==> config.mk <==
export PLATFORM = sky130hd
export DESIGN_NAME = tt_um_emern_scene_loader
export DESIGN_NICKNAME = d
export VERILOG_FILES = /design/src/rtl/tt_um_emern_scene_loader_pkg.sv /design/src/rtl/tt_um_emern_scene_bank.sv /design/src/rtl/tt_um_emern_scene_loader.sv
export SDC_FILE = /design/constraint.sdc
export NUM_CORES = 2
export LEC_CHECK = 0
export BUFFER_PORTS_ARGS = -buffer_cell sky130_fd_sc_hd__buf_2
export CAP_MARGIN = 40
export CORE_MARGIN = 2
export CORE_UTILIZATION = 60
export CTS_CLUSTER_DIAMETER = 120
export DETAILED_ROUTE_END_ITERATION = 8
export HOLD_SLACK_MARGIN = 0.05
export PLACE_DENSITY_LB_ADDON = 0.2
export SLEW_MARGIN = 5
export SYNTH_ARGS = -nofsm -noshare
export SYNTH_HDL_FRONTEND = slang
export SYNTH_HIERARCHICAL = 1
export SYNTH_SLANG_ARGS = --single-unit
export TNS_END_PERCENT = 20
==> constraint.sdc <==
create_clock -name clk -period 7.27 [get_ports clk]
set_clock_uncertainty 0.05 [all_clocks]
set_input_delay 0.3635 -clock clk [delete_from_list [all_inputs] [get_ports clk]]
set_output_delay 0.3635 -clock clk [all_outputs]
set_load 0.1 [all_outputs]
==> src/rtl/tt_um_emern_scene_loader_pkg.sv <==
// Shared scene-loader constants, opcode encodings, field codes and the
// byte-merge helpers used when building coordinates from 16-bit
// little-endian byte pairs.
package tt_um_emern_scene_loader_pkg;

    localparam int N_POLY = 6;   // polygon slots, slot 0 = closest
    localparam int WPX    = 10;  // x-coordinate width
    localparam int WPY    = 9;   // y-coordinate width
    localparam int WCOLOR = 6;   // rrggbb

    // Header opcodes (header byte bits [7:5])
    localparam logic [2:0] OP_NOP     = 3'd0;
    localparam logic [2:0] OP_WR_POLY = 3'd1;
    localparam logic [2:0] OP_SET_BG  = 3'd2;
    localparam logic [2:0] OP_SET_EN  = 3'd3;
    localparam logic [2:0] OP_COMMIT  = 3'd4;

    // Payload lengths in bytes
    localparam logic [3:0] LEN_WR_POLY = 4'd13;
    localparam logic [3:0] LEN_SET_BG  = 4'd1;
    localparam logic [3:0] LEN_SET_EN  = 4'd1;

    // Shadow-bank field codes. The vertex codes follow WR_POLY payload
    // order, so payload byte k (k >= 1) maps to field (k+1)/2.
    typedef enum logic [3:0] {
        FLD_COLOR = 4'd0,
        FLD_V0X   = 4'd1,
        FLD_V0Y   = 4'd2,
        FLD_V1X   = 4'd3,
        FLD_V1Y   = 4'd4,
        FLD_V2X   = 4'd5,
        FLD_V2Y   = 4'd6,
        FLD_BG    = 4'd7,
        FLD_EN    = 4'd8
    } field_e;

    // Merge one byte of a little-endian pair into an x coordinate;
    // high-byte bits above WPX are dropped.
    function automatic logic [WPX-1:0] merge_x(input logic [WPX-1:0] old_v,
                                               input logic [7:0]     b,
                                               input logic           hi);
        logic [WPX-1:0] res;
        if (hi) begin
            res = {b[WPX-9:0], old_v[7:0]};
        end else begin
            res = {old_v[WPX-1:8], b};
        end
        return res;
    endfunction

    // Same as merge_x for a y coordinate.
    function automatic logic [WPY-1:0] merge_y(input logic [WPY-1:0] old_v,
                                               input logic [7:0]     b,
                                               input logic           hi);
        logic [WPY-1:0] res;
        if (hi) begin
            res = {b[WPY-9:0], old_v[7:0]};
        end else begin
            res = {old_v[WPY-1:8], b};
        end
        return res;
    endfunction

endpackage

==> src/rtl/tt_um_emern_scene_bank.sv <==
// Shadow and active scene registers for all polygon slots.
// Ports:
//   clk, rst        clock, synchronous active-high reset
//   i_wr_en         write strobe for one shadow field byte
//   i_wr_slot       polygon slot addressed (ignored for BG / EN)
//   i_wr_field      which shadow field is written
//   i_wr_hi         0 = low byte of a coordinate pair, 1 = high byte
//   i_wr_data       byte written
//   i_swap          copy the whole shadow bank into the active bank
//   o_*             active bank, packed with slot k at [W*(k+1)-1 : W*k]
module tt_um_emern_scene_bank
    import tt_um_emern_scene_loader_pkg::*;
(
    input  logic                       clk,
    input  logic                       rst,
    input  logic                       i_wr_en,
    input  logic [2:0]                 i_wr_slot,
    input  field_e                     i_wr_field,
    input  logic                       i_wr_hi,
    input  logic [7:0]                 i_wr_data,
    input  logic                       i_swap,
    output logic [N_POLY-1:0]          o_cmp_en,
    output logic [WCOLOR-1:0]          o_background_color,
    output logic [WCOLOR*N_POLY-1:0]   o_poly_color,
    output logic [WPX*N_POLY-1:0]      o_v0_x,
    output logic [WPX*N_POLY-1:0]      o_v1_x,
    output logic [WPX*N_POLY-1:0]      o_v2_x,
    output logic [WPY*N_POLY-1:0]      o_v0_y,
    output logic [WPY*N_POLY-1:0]      o_v1_y,
    output logic [WPY*N_POLY-1:0]      o_v2_y
);

    logic [WCOLOR-1:0] r_sh_col  [N_POLY];
    logic [WPX-1:0]    r_sh_vx   [3][N_POLY];
    logic [WPY-1:0]    r_sh_vy   [3][N_POLY];
    logic [WCOLOR-1:0] r_sh_bg;
    logic [N_POLY-1:0] r_sh_en;

    logic [WCOLOR-1:0] r_act_col [N_POLY];
    logic [WPX-1:0]    r_act_vx  [3][N_POLY];
    logic [WPY-1:0]    r_act_vy  [3][N_POLY];
    logic [WCOLOR-1:0] r_act_bg;
    logic [N_POLY-1:0] r_act_en;

    // Shadow bank: byte-granular field writes from the loader.
    always_ff @(posedge clk) begin
        if (rst) begin
            for (int k = 0; k < N_POLY; k++) begin
                r_sh_col[k] <= '0;
                for (int v = 0; v < 3; v++) begin
                    r_sh_vx[v][k] <= '0;
                    r_sh_vy[v][k] <= '0;
                end
            end
            r_sh_bg <= '0;
            r_sh_en <= '0;
        end else if (i_wr_en) begin
            case (i_wr_field)
                FLD_COLOR: r_sh_col[i_wr_slot]   <= i_wr_data[WCOLOR-1:0];
                FLD_V0X:   r_sh_vx[0][i_wr_slot] <= merge_x(r_sh_vx[0][i_wr_slot], i_wr_data, i_wr_hi);
                FLD_V0Y:   r_sh_vy[0][i_wr_slot] <= merge_y(r_sh_vy[0][i_wr_slot], i_wr_data, i_wr_hi);
                FLD_V1X:   r_sh_vx[1][i_wr_slot] <= merge_x(r_sh_vx[1][i_wr_slot], i_wr_data, i_wr_hi);
                FLD_V1Y:   r_sh_vy[1][i_wr_slot] <= merge_y(r_sh_vy[1][i_wr_slot], i_wr_data, i_wr_hi);
                FLD_V2X:   r_sh_vx[2][i_wr_slot] <= merge_x(r_sh_vx[2][i_wr_slot], i_wr_data, i_wr_hi);
                FLD_V2Y:   r_sh_vy[2][i_wr_slot] <= merge_y(r_sh_vy[2][i_wr_slot], i_wr_data, i_wr_hi);
                FLD_BG:    r_sh_bg               <= i_wr_data[WCOLOR-1:0];
                FLD_EN:    r_sh_en               <= i_wr_data[N_POLY-1:0];
                default:   r_sh_en               <= r_sh_en;
            endcase
        end else begin
            r_sh_en <= r_sh_en;
        end
    end

    // Active bank: updated only by a whole-bank swap, so the pixel core
    // never observes a partially written scene.
    always_ff @(posedge clk) begin
        if (rst) begin
            for (int k = 0; k < N_POLY; k++) begin
                r_act_col[k] <= '0;
                for (int v = 0; v < 3; v++) begin
                    r_act_vx[v][k] <= '0;
                    r_act_vy[v][k] <= '0;
                end
            end
            r_act_bg <= '0;
            r_act_en <= '0;
        end else if (i_swap) begin
            r_act_col <= r_sh_col;
            r_act_vx  <= r_sh_vx;
            r_act_vy  <= r_sh_vy;
            r_act_bg  <= r_sh_bg;
            r_act_en  <= r_sh_en;
        end else begin
            r_act_en  <= r_act_en;
        end
    end

    assign o_cmp_en           = r_act_en;
    assign o_background_color = r_act_bg;

    for (genvar k = 0; k < N_POLY; k++) begin : g_pack
        assign o_poly_color[WCOLOR*k +: WCOLOR] = r_act_col[k];
        assign o_v0_x[WPX*k +: WPX]             = r_act_vx[0][k];
        assign o_v1_x[WPX*k +: WPX]             = r_act_vx[1][k];
        assign o_v2_x[WPX*k +: WPX]             = r_act_vx[2][k];
        assign o_v0_y[WPY*k +: WPY]             = r_act_vy[0][k];
        assign o_v1_y[WPY*k +: WPY]             = r_act_vy[1][k];
        assign o_v2_y[WPY*k +: WPY]             = r_act_vy[2][k];
    end

endmodule

==> src/rtl/tt_um_emern_scene_loader.sv <==
// Scene-command loader for the pixel core: decodes a byte stream of
// commands, writes the shadow bank and swaps it into the active bank on
// the first frame_start after a COMMIT.
// Ports:
//   clk, rst           clock, synchronous active-high reset
//   in_data/valid/ready byte stream, transfer = in_valid & in_ready
//   frame_start        1-cycle pulse at start of vertical blank
//   cmp_en .. v2_y     active scene, packed per slot
//   commit_pending     COMMIT accepted, swap not yet done
//   cmd_err            sticky bad opcode / bad slot flag
module tt_um_emern_scene_loader
    import tt_um_emern_scene_loader_pkg::*;
(
    input  logic                       clk,
    input  logic                       rst,
    input  logic [7:0]                 in_data,
    input  logic                       in_valid,
    output logic                       in_ready,
    input  logic                       frame_start,
    output logic [N_POLY-1:0]          cmp_en,
    output logic [WCOLOR-1:0]          background_color,
    output logic [WCOLOR*N_POLY-1:0]   poly_color,
    output logic [WPX*N_POLY-1:0]      v0_x,
    output logic [WPX*N_POLY-1:0]      v1_x,
    output logic [WPX*N_POLY-1:0]      v2_x,
    output logic [WPY*N_POLY-1:0]      v0_y,
    output logic [WPY*N_POLY-1:0]      v1_y,
    output logic [WPY*N_POLY-1:0]      v2_y,
    output logic                       commit_pending,
    output logic                       cmd_err
);

    localparam logic [1:0] S_IDLE        = 2'd0;
    localparam logic [1:0] S_PAYLOAD     = 2'd1;
    localparam logic [1:0] S_COMMIT_WAIT = 2'd2;

    logic [1:0] r_state;
    logic [3:0] r_cnt;
    logic [2:0] r_op;
    logic [2:0] r_slot;
    logic       r_slot_bad;
    logic       r_in_ready;
    logic       r_commit_pending;
    logic       r_cmd_err;

    logic       w_xfer;
    logic [2:0] w_hdr_op;
    logic [2:0] w_hdr_slot;
    logic [3:0] w_idx;
    logic [3:0] w_idx_p1;
    logic       w_wr_en;
    field_e     w_wr_field;
    logic       w_wr_hi;
    logic       w_swap;

    assign w_xfer     = in_valid & r_in_ready;
    assign w_hdr_op   = in_data[7:5];
    assign w_hdr_slot = in_data[2:0];
    // Index of the current WR_POLY payload byte, 0..12.
    assign w_idx      = LEN_WR_POLY - r_cnt;
    assign w_idx_p1   = w_idx + 4'd1;
    assign w_swap     = (r_state == S_COMMIT_WAIT) & frame_start;

    // Payload byte -> shadow field address decode.
    always_comb begin
        w_wr_en    = 1'b0;
        w_wr_field = FLD_COLOR;
        w_wr_hi    = 1'b0;
        if ((r_state == S_PAYLOAD) && w_xfer) begin
            case (r_op)
                OP_WR_POLY: begin
                    // Out-of-range slots still consume their payload but never write.
                    w_wr_en = ~r_slot_bad;
                    if (w_idx == 4'd0) begin
                        w_wr_field = FLD_COLOR;
                        w_wr_hi    = 1'b0;
                    end else begin
                        // Odd index = low byte of a pair, even index = high byte.
                        w_wr_field = field_e'({1'b0, w_idx_p1[3:1]});
                        w_wr_hi    = ~w_idx[0];
                    end
                end
                OP_SET_BG: begin
                    w_wr_en    = 1'b1;
                    w_wr_field = FLD_BG;
                end
                OP_SET_EN: begin
                    w_wr_en    = 1'b1;
                    w_wr_field = FLD_EN;
                end
                default: begin
                    w_wr_en    = 1'b0;
                end
            endcase
        end else begin
            w_wr_en = 1'b0;
        end
    end

    // Command FSM, byte counter and sticky error flag.
    always_ff @(posedge clk) begin
        if (rst) begin
            r_state          <= S_IDLE;
            r_cnt            <= 4'd0;
            r_op             <= OP_NOP;
            r_slot           <= 3'd0;
            r_slot_bad       <= 1'b0;
            r_in_ready       <= 1'b1;
            r_commit_pending <= 1'b0;
            r_cmd_err        <= 1'b0;
        end else begin
            case (r_state)
                S_IDLE: begin
                    if (w_xfer) begin
                        r_op   <= w_hdr_op;
                        r_slot <= w_hdr_slot;
                        case (w_hdr_op)
                            OP_WR_POLY: begin
                                r_state    <= S_PAYLOAD;
                                r_cnt      <= LEN_WR_POLY;
                                r_slot_bad <= (w_hdr_slot >= 3'(N_POLY));
                                if (w_hdr_slot >= 3'(N_POLY)) begin
                                    r_cmd_err <= 1'b1;
                                end else begin
                                    r_cmd_err <= r_cmd_err;
                                end
                            end
                            OP_SET_BG: begin
                                r_state    <= S_PAYLOAD;
                                r_cnt      <= LEN_SET_BG;
                                r_slot_bad <= 1'b0;
                            end
                            OP_SET_EN: begin
                                r_state    <= S_PAYLOAD;
                                r_cnt      <= LEN_SET_EN;
                                r_slot_bad <= 1'b0;
                            end
                            OP_COMMIT: begin
                                r_state          <= S_COMMIT_WAIT;
                                r_in_ready       <= 1'b0;
                                r_commit_pending <= 1'b1;
                            end
                            OP_NOP: begin
                                r_state <= S_IDLE;
                            end
                            default: begin
                                // Undefined opcodes behave as NOP but are flagged.
                                r_state   <= S_IDLE;
                                r_cmd_err <= 1'b1;
                            end
                        endcase
                    end else begin
                        r_state <= S_IDLE;
                    end
                end
                S_PAYLOAD: begin
                    if (w_xfer) begin
                        r_cnt <= r_cnt - 4'd1;
                        if (r_cnt == 4'd1) begin
                            r_state <= S_IDLE;
                        end else begin
                            r_state <= S_PAYLOAD;
                        end
                    end else begin
                        r_state <= S_PAYLOAD;
                    end
                end
                S_COMMIT_WAIT: begin
                    if (frame_start) begin
                        r_state          <= S_IDLE;
                        r_in_ready       <= 1'b1;
                        r_commit_pending <= 1'b0;
                    end else begin
                        r_state <= S_COMMIT_WAIT;
                    end
                end
                default: begin
                    r_state          <= S_IDLE;
                    r_in_ready       <= 1'b1;
                    r_commit_pending <= 1'b0;
                end
            endcase
        end
    end

    assign in_ready       = r_in_ready;
    assign commit_pending = r_commit_pending;
    assign cmd_err        = r_cmd_err;

    tt_um_emern_scene_bank u_bank (
        .clk                (clk),
        .rst                (rst),
        .i_wr_en            (w_wr_en),
        .i_wr_slot          (r_slot),
        .i_wr_field         (w_wr_field),
        .i_wr_hi            (w_wr_hi),
        .i_wr_data          (in_data),
        .i_swap             (w_swap),
        .o_cmp_en           (cmp_en),
        .o_background_color (background_color),
        .o_poly_color       (poly_color),
        .o_v0_x             (v0_x),
        .o_v1_x             (v1_x),
        .o_v2_x             (v2_x),
        .o_v0_y             (v0_y),
        .o_v1_y             (v1_y),
        .o_v2_y             (v2_y)
    );

endmodule

==> flow_metrics.env <==
export IMPL_regArea_um2=15900
export IMPL_die_w_um=235
export IMPL_finalSetupViolations=0
export IMPL_yosysWarnings=6
export IMPL_clock_latency_ns=0.61
export IMPL_grt_ovfl_total=0
export IMPL_core_area_um2=52700
export IMPL_die_area_um2=55200
export IMPL_reg2reg_slack_ns=3.32
export IMPL_grt_pass1_vias=24434
export IMPL_num_rows=84
export IMPL_whs_path_depth=3
export IMPL_drv_cap=0
export IMPL_first_pass_iters=6
export IMPL_avgSynthCellArea_um2=9.88
export IMPL_finalMaxSlewViolations=0
export IMPL_stdcell_count=4226
export IMPL_path_clk_slew_ns=0.06
export IMPL_antenna_found_initial=1
export IMPL_grtUsageTotal_pct=32.4
export IMPL_cts_made_buffers=79
export IMPL_drt_initial_drc_count=2691
export IMPL_fmax_mhz=253
export IMPL_critical_path_endpoint_type="flop"
export IMPL_numClockSinks=796
export IMPL_vias=26176
export IMPL_period_needed_ns=3.95
export IMPL_dpl_worst_slack_ns=3.47
export IMPL_routedWlPerCell_um=22.2
export IMPL_crit_required_ns=7.68
export IMPL_cts_setup_buffers=0
export IMPL_grt_max_degree=275
export IMPL_syn_to_final_growth_pct=15.0
export IMPL_power_frac_clock_pct=47.0
export IMPL_grt_pass1_wl_mm=143
export IMPL_antenna_cells=0
export IMPL_fillCellCount=3944
export IMPL_p_int_uw=7010
export IMPL_worst_pin_slew_ns=1.25
export IMPL_synth_top_cell_by_area="dfxtp_1"
export IMPL_timing_setup_tns_ns=0
export IMPL_ys_flop_type="dfxtp_1"
export IMPL_fin_crit_sh_pct=54.4
export IMPL_rr_startpoint="r_slot[2]"
export IMPL_ctsRootBufferMaster="clkbuf_16"
export IMPL_async_reset_ff_share_pct=0
export IMPL_place_congestion=0.852
export IMPL_worstSetupPathType="flop to flop"
export IMPL_ys_ff_latch=796
export IMPL_post_synth_instance_area_um2=32000
export IMPL_hold_class="input port to flop"
export IMPL_pwr_share_comb_pct=4.0
export IMPL_ir_drop_mv=0.187
export IMPL_pin_count=405
export IMPL_netlist_area_leader_share_pct=49.8
export IMPL_drc_errors=0
export IMPL_synth_edff_count=0
export IMPL_seq_area_frac_synth_pct=49.8
export IMPL_crit_chain="buf_4, nand2b_2, buf_4, o22ai_1, o21ai_0, o21ai_0"
export IMPL_slew_headroom_pct=16.4
export IMPL_worst_ep_arrival_time_ns=4.36
export IMPL_netlist_instances=3238
export IMPL_multi_input_area_um2=14700
export IMPL_cts_tree="done"
export IMPL_worstReg2RegEnd="u_bank/r_sh_vx[156]"
export IMPL_min_to="r_slot[2]"
export IMPL_synthTopCellsByArea="dfxtp_1 50%, mux2i_1 17%, nand3b_1 7.2%, nor2_1 6.1%, o21ai_0 3.1%"
export IMPL_swShare_pct=21.8
export IMPL_hold_viol_final=0
export IMPL_worstHoldStart="in_data[2]"
export IMPL_syn_nets=3257
export IMPL_yosysMostFrequentCell="dfxtp_1"
export IMPL_drive_gt1_share_pct=16.8
export IMPL_antenna_left=0
export IMPL_p_per_area_nw_per_um2=244
export IMPL_max_stage_delay_ns=0.77
export IMPL_synthTopCellsByCount="796 x dfxtp_1, 554 x mux2i_1, 516 x nor2_1, 307 x nand3b_1, 197 x o21ai_0"
export IMPL_dp_hpwl_mm=62.1
export IMPL_seqPwrFrac_pct=49.0
export IMPL_fin_nets=3500
export IMPL_ys_types=58
export IMPL_die_h_um=235
export IMPL_crit_start="r_slot[2]"
export IMPL_cellLeakagePower_uw=0.0136
export IMPL_crit_path_start_kind="flop"
export IMPL_layout_setup_ws_ns=3.32
export IMPL_via_per_inst=6.19
export IMPL_rsz0062_at_grt="no"
export IMPL_p_sw_uw=1950
export IMPL_htreeDepth=3
export IMPL_outcome="finished, final reports clean"
export IMPL_cp_max_fo=59
export IMPL_io_buffers=404
export IMPL_initial_core_util_pct=60.8
export IMPL_dp_cells=4085
export IMPL_ff2ff_path_depth=6
export IMPL_cpMaxStageDelayCell="dfxtp_4"
export IMPL_routed_wl_mm=94.0
export IMPL_clk_path_buf_depth=3
-- worst max-delay path by stage --
stage | endpoint | slack [ns] | cells after the start
after floorplan | u_bank/r_sh_vy[44] | 4.30 | 10
after global placement | u_bank/r_sh_vx[29] | 3.44 | 9
after detailed placement | u_bank/r_sh_vy[98] | 3.47 | 9
after CTS | u_bank/r_sh_vx[54] | 3.42 | 9
after global routing | u_bank/r_sh_vx[43] | 3.10 | 9
final | u_bank/r_sh_vx[156] | 3.32 | 6
-- what timing repair did --
| action | 4_1_cts | 5_1_grt |
|---|---|---|
| endpoints found under the hold margin | 3 | 0 |
| resized for setup | 0 | 0 |
| hold buffers | 3 | 0 |
-- layout make-up --
class,count,area share [%]
sequential,796,43.4
multi-input combinational,2123,39.8
timing repair buffer,441,6.78
clock buffer,118,6.46
tap,688,2.34
clock inverter,20,0.837
inverter,40,0.408
-- placed cells by master (no fill, tap or decap), types with 5 or more instances in the layout --
cell type / Yosys / final
inv_1: 39 / 39
buf_12: 0 / 5
nand3b_1: 307 / 307
o32ai_1: 25 / 25
or4bb_1: 43 / 43
clkbuf_16: 0 / 81
o21ai_0: 197 / 197
o31ai_1: 25 / 25
clkinv_2: 0 / 9
buf_4: 13 / 19
nor2_2: 2 / 5
a21o_1: 7 / 7
nand3_2: 8 / 8
dfxtp_1: 796 / 793
nand4b_1: 27 / 27
buf_2: 78 / 403
nand2_1: 23 / 23
and2_1: 7 / 7
a21oi_1: 20 / 20
bufinv_16: 0 / 8
o21ai_1: 160 / 160
o22ai_1: 29 / 29
nor2b_1: 10 / 10
a32oi_1: 39 / 39
nand4_1: 26 / 26
nand4bb_1: 8 / 8
ha_1: 7 / 7
clkbuf_8: 0 / 21
nor2_1: 516 / 513
mux2i_1: 554 / 554
nand3_1: 35 / 35
clkbuf_1: 164 / 16
-- power by group through the flow --
| stage | Combinational, uW | Sequential [uW] | Clock [uW] |
|---|---|---|---|
| after floorplan | 262 | 4470 | 0 |
| after global placement | 331 | 4490 | 0 |
| after detailed placement | 347 | 4490 | 0 |
| after CTS | 350 | 4390 | 4250 |
| after global routing | 372 | 4390 | 4430 |
| final | 359 | 4390 | 4220 |
-- flip-flops by register name, summed over array words and instances, names as in the netlist, 2 cells and up --
| signal | flops |
|---|---|
| u_bank/r_sh_en | 6 |
| u_bank/o_background_color | 6 |
| u_bank/o_cmp_en | 6 |
| u_bank/r_sh_vx | 180 |
| r_op | 3 |
| u_bank/o_v2_y | 54 |
| r_cnt | 4 |
| u_bank/r_sh_vy | 162 |
| r_slot | 3 |
| u_bank/o_v0_x | 60 |
| u_bank/o_v1_y | 54 |
| u_bank/o_poly_color | 36 |
| u_bank/o_v0_y | 54 |
| u_bank/o_v1_x | 60 |
| r_state | 2 |
| u_bank/o_v2_x | 60 |
| u_bank/r_sh_bg | 6 |
| u_bank/r_sh_col | 36 |
-- worst max-delay path, delay by kind of cell (launching register included) --
kind	cells	cell delay, ns
AO/OA/AOI/OAI	3	1.04
flip-flops	1	0.77
AND/OR/NAND/NOR	1	0.58
buffers and inverters	2	1.27
-- through the flow --
step	hold WS (ns)	utilization, %	area [um^2]	total power (uW)
after global routing	0.0956	69.9	36800	9190
after floorplan	0.395	-	32000	4740
after global placement	0.387	64.2	33800	4820
final	0.0954	69.9	36800	8970
after CTS	0.0683	69.9	36800	8990
after detailed placement	0.392	64.7	34100	4840
-- layer usage --
layer / vias to the layer above / global-route usage (%) / wire [um]
li1: 11970 / - / -
met1: 12735 / 44.1 / 39700
met3: 204 / 6.20 / 7990
met5: - / 0 / 0
met2: 1267 / 50.7 / 42800
met4: 0 / 13.2 / 3450
-- logic make-up (layout without fill, tap and decap cells) --
group           count (synthesis)  in the layout  synth area share (%)
simple gates                 1042           1042                  18.6
buf+inv                       319            619                  4.48
fa+ha+maj                       7              7                 0.274
xor+xnor                        3              3                0.0821
flops                         796            796                  49.8
mux                           554            554                  17.3
compound gates                517            517                  9.48
Note: power is estimated with default switching activity, not from simulation.
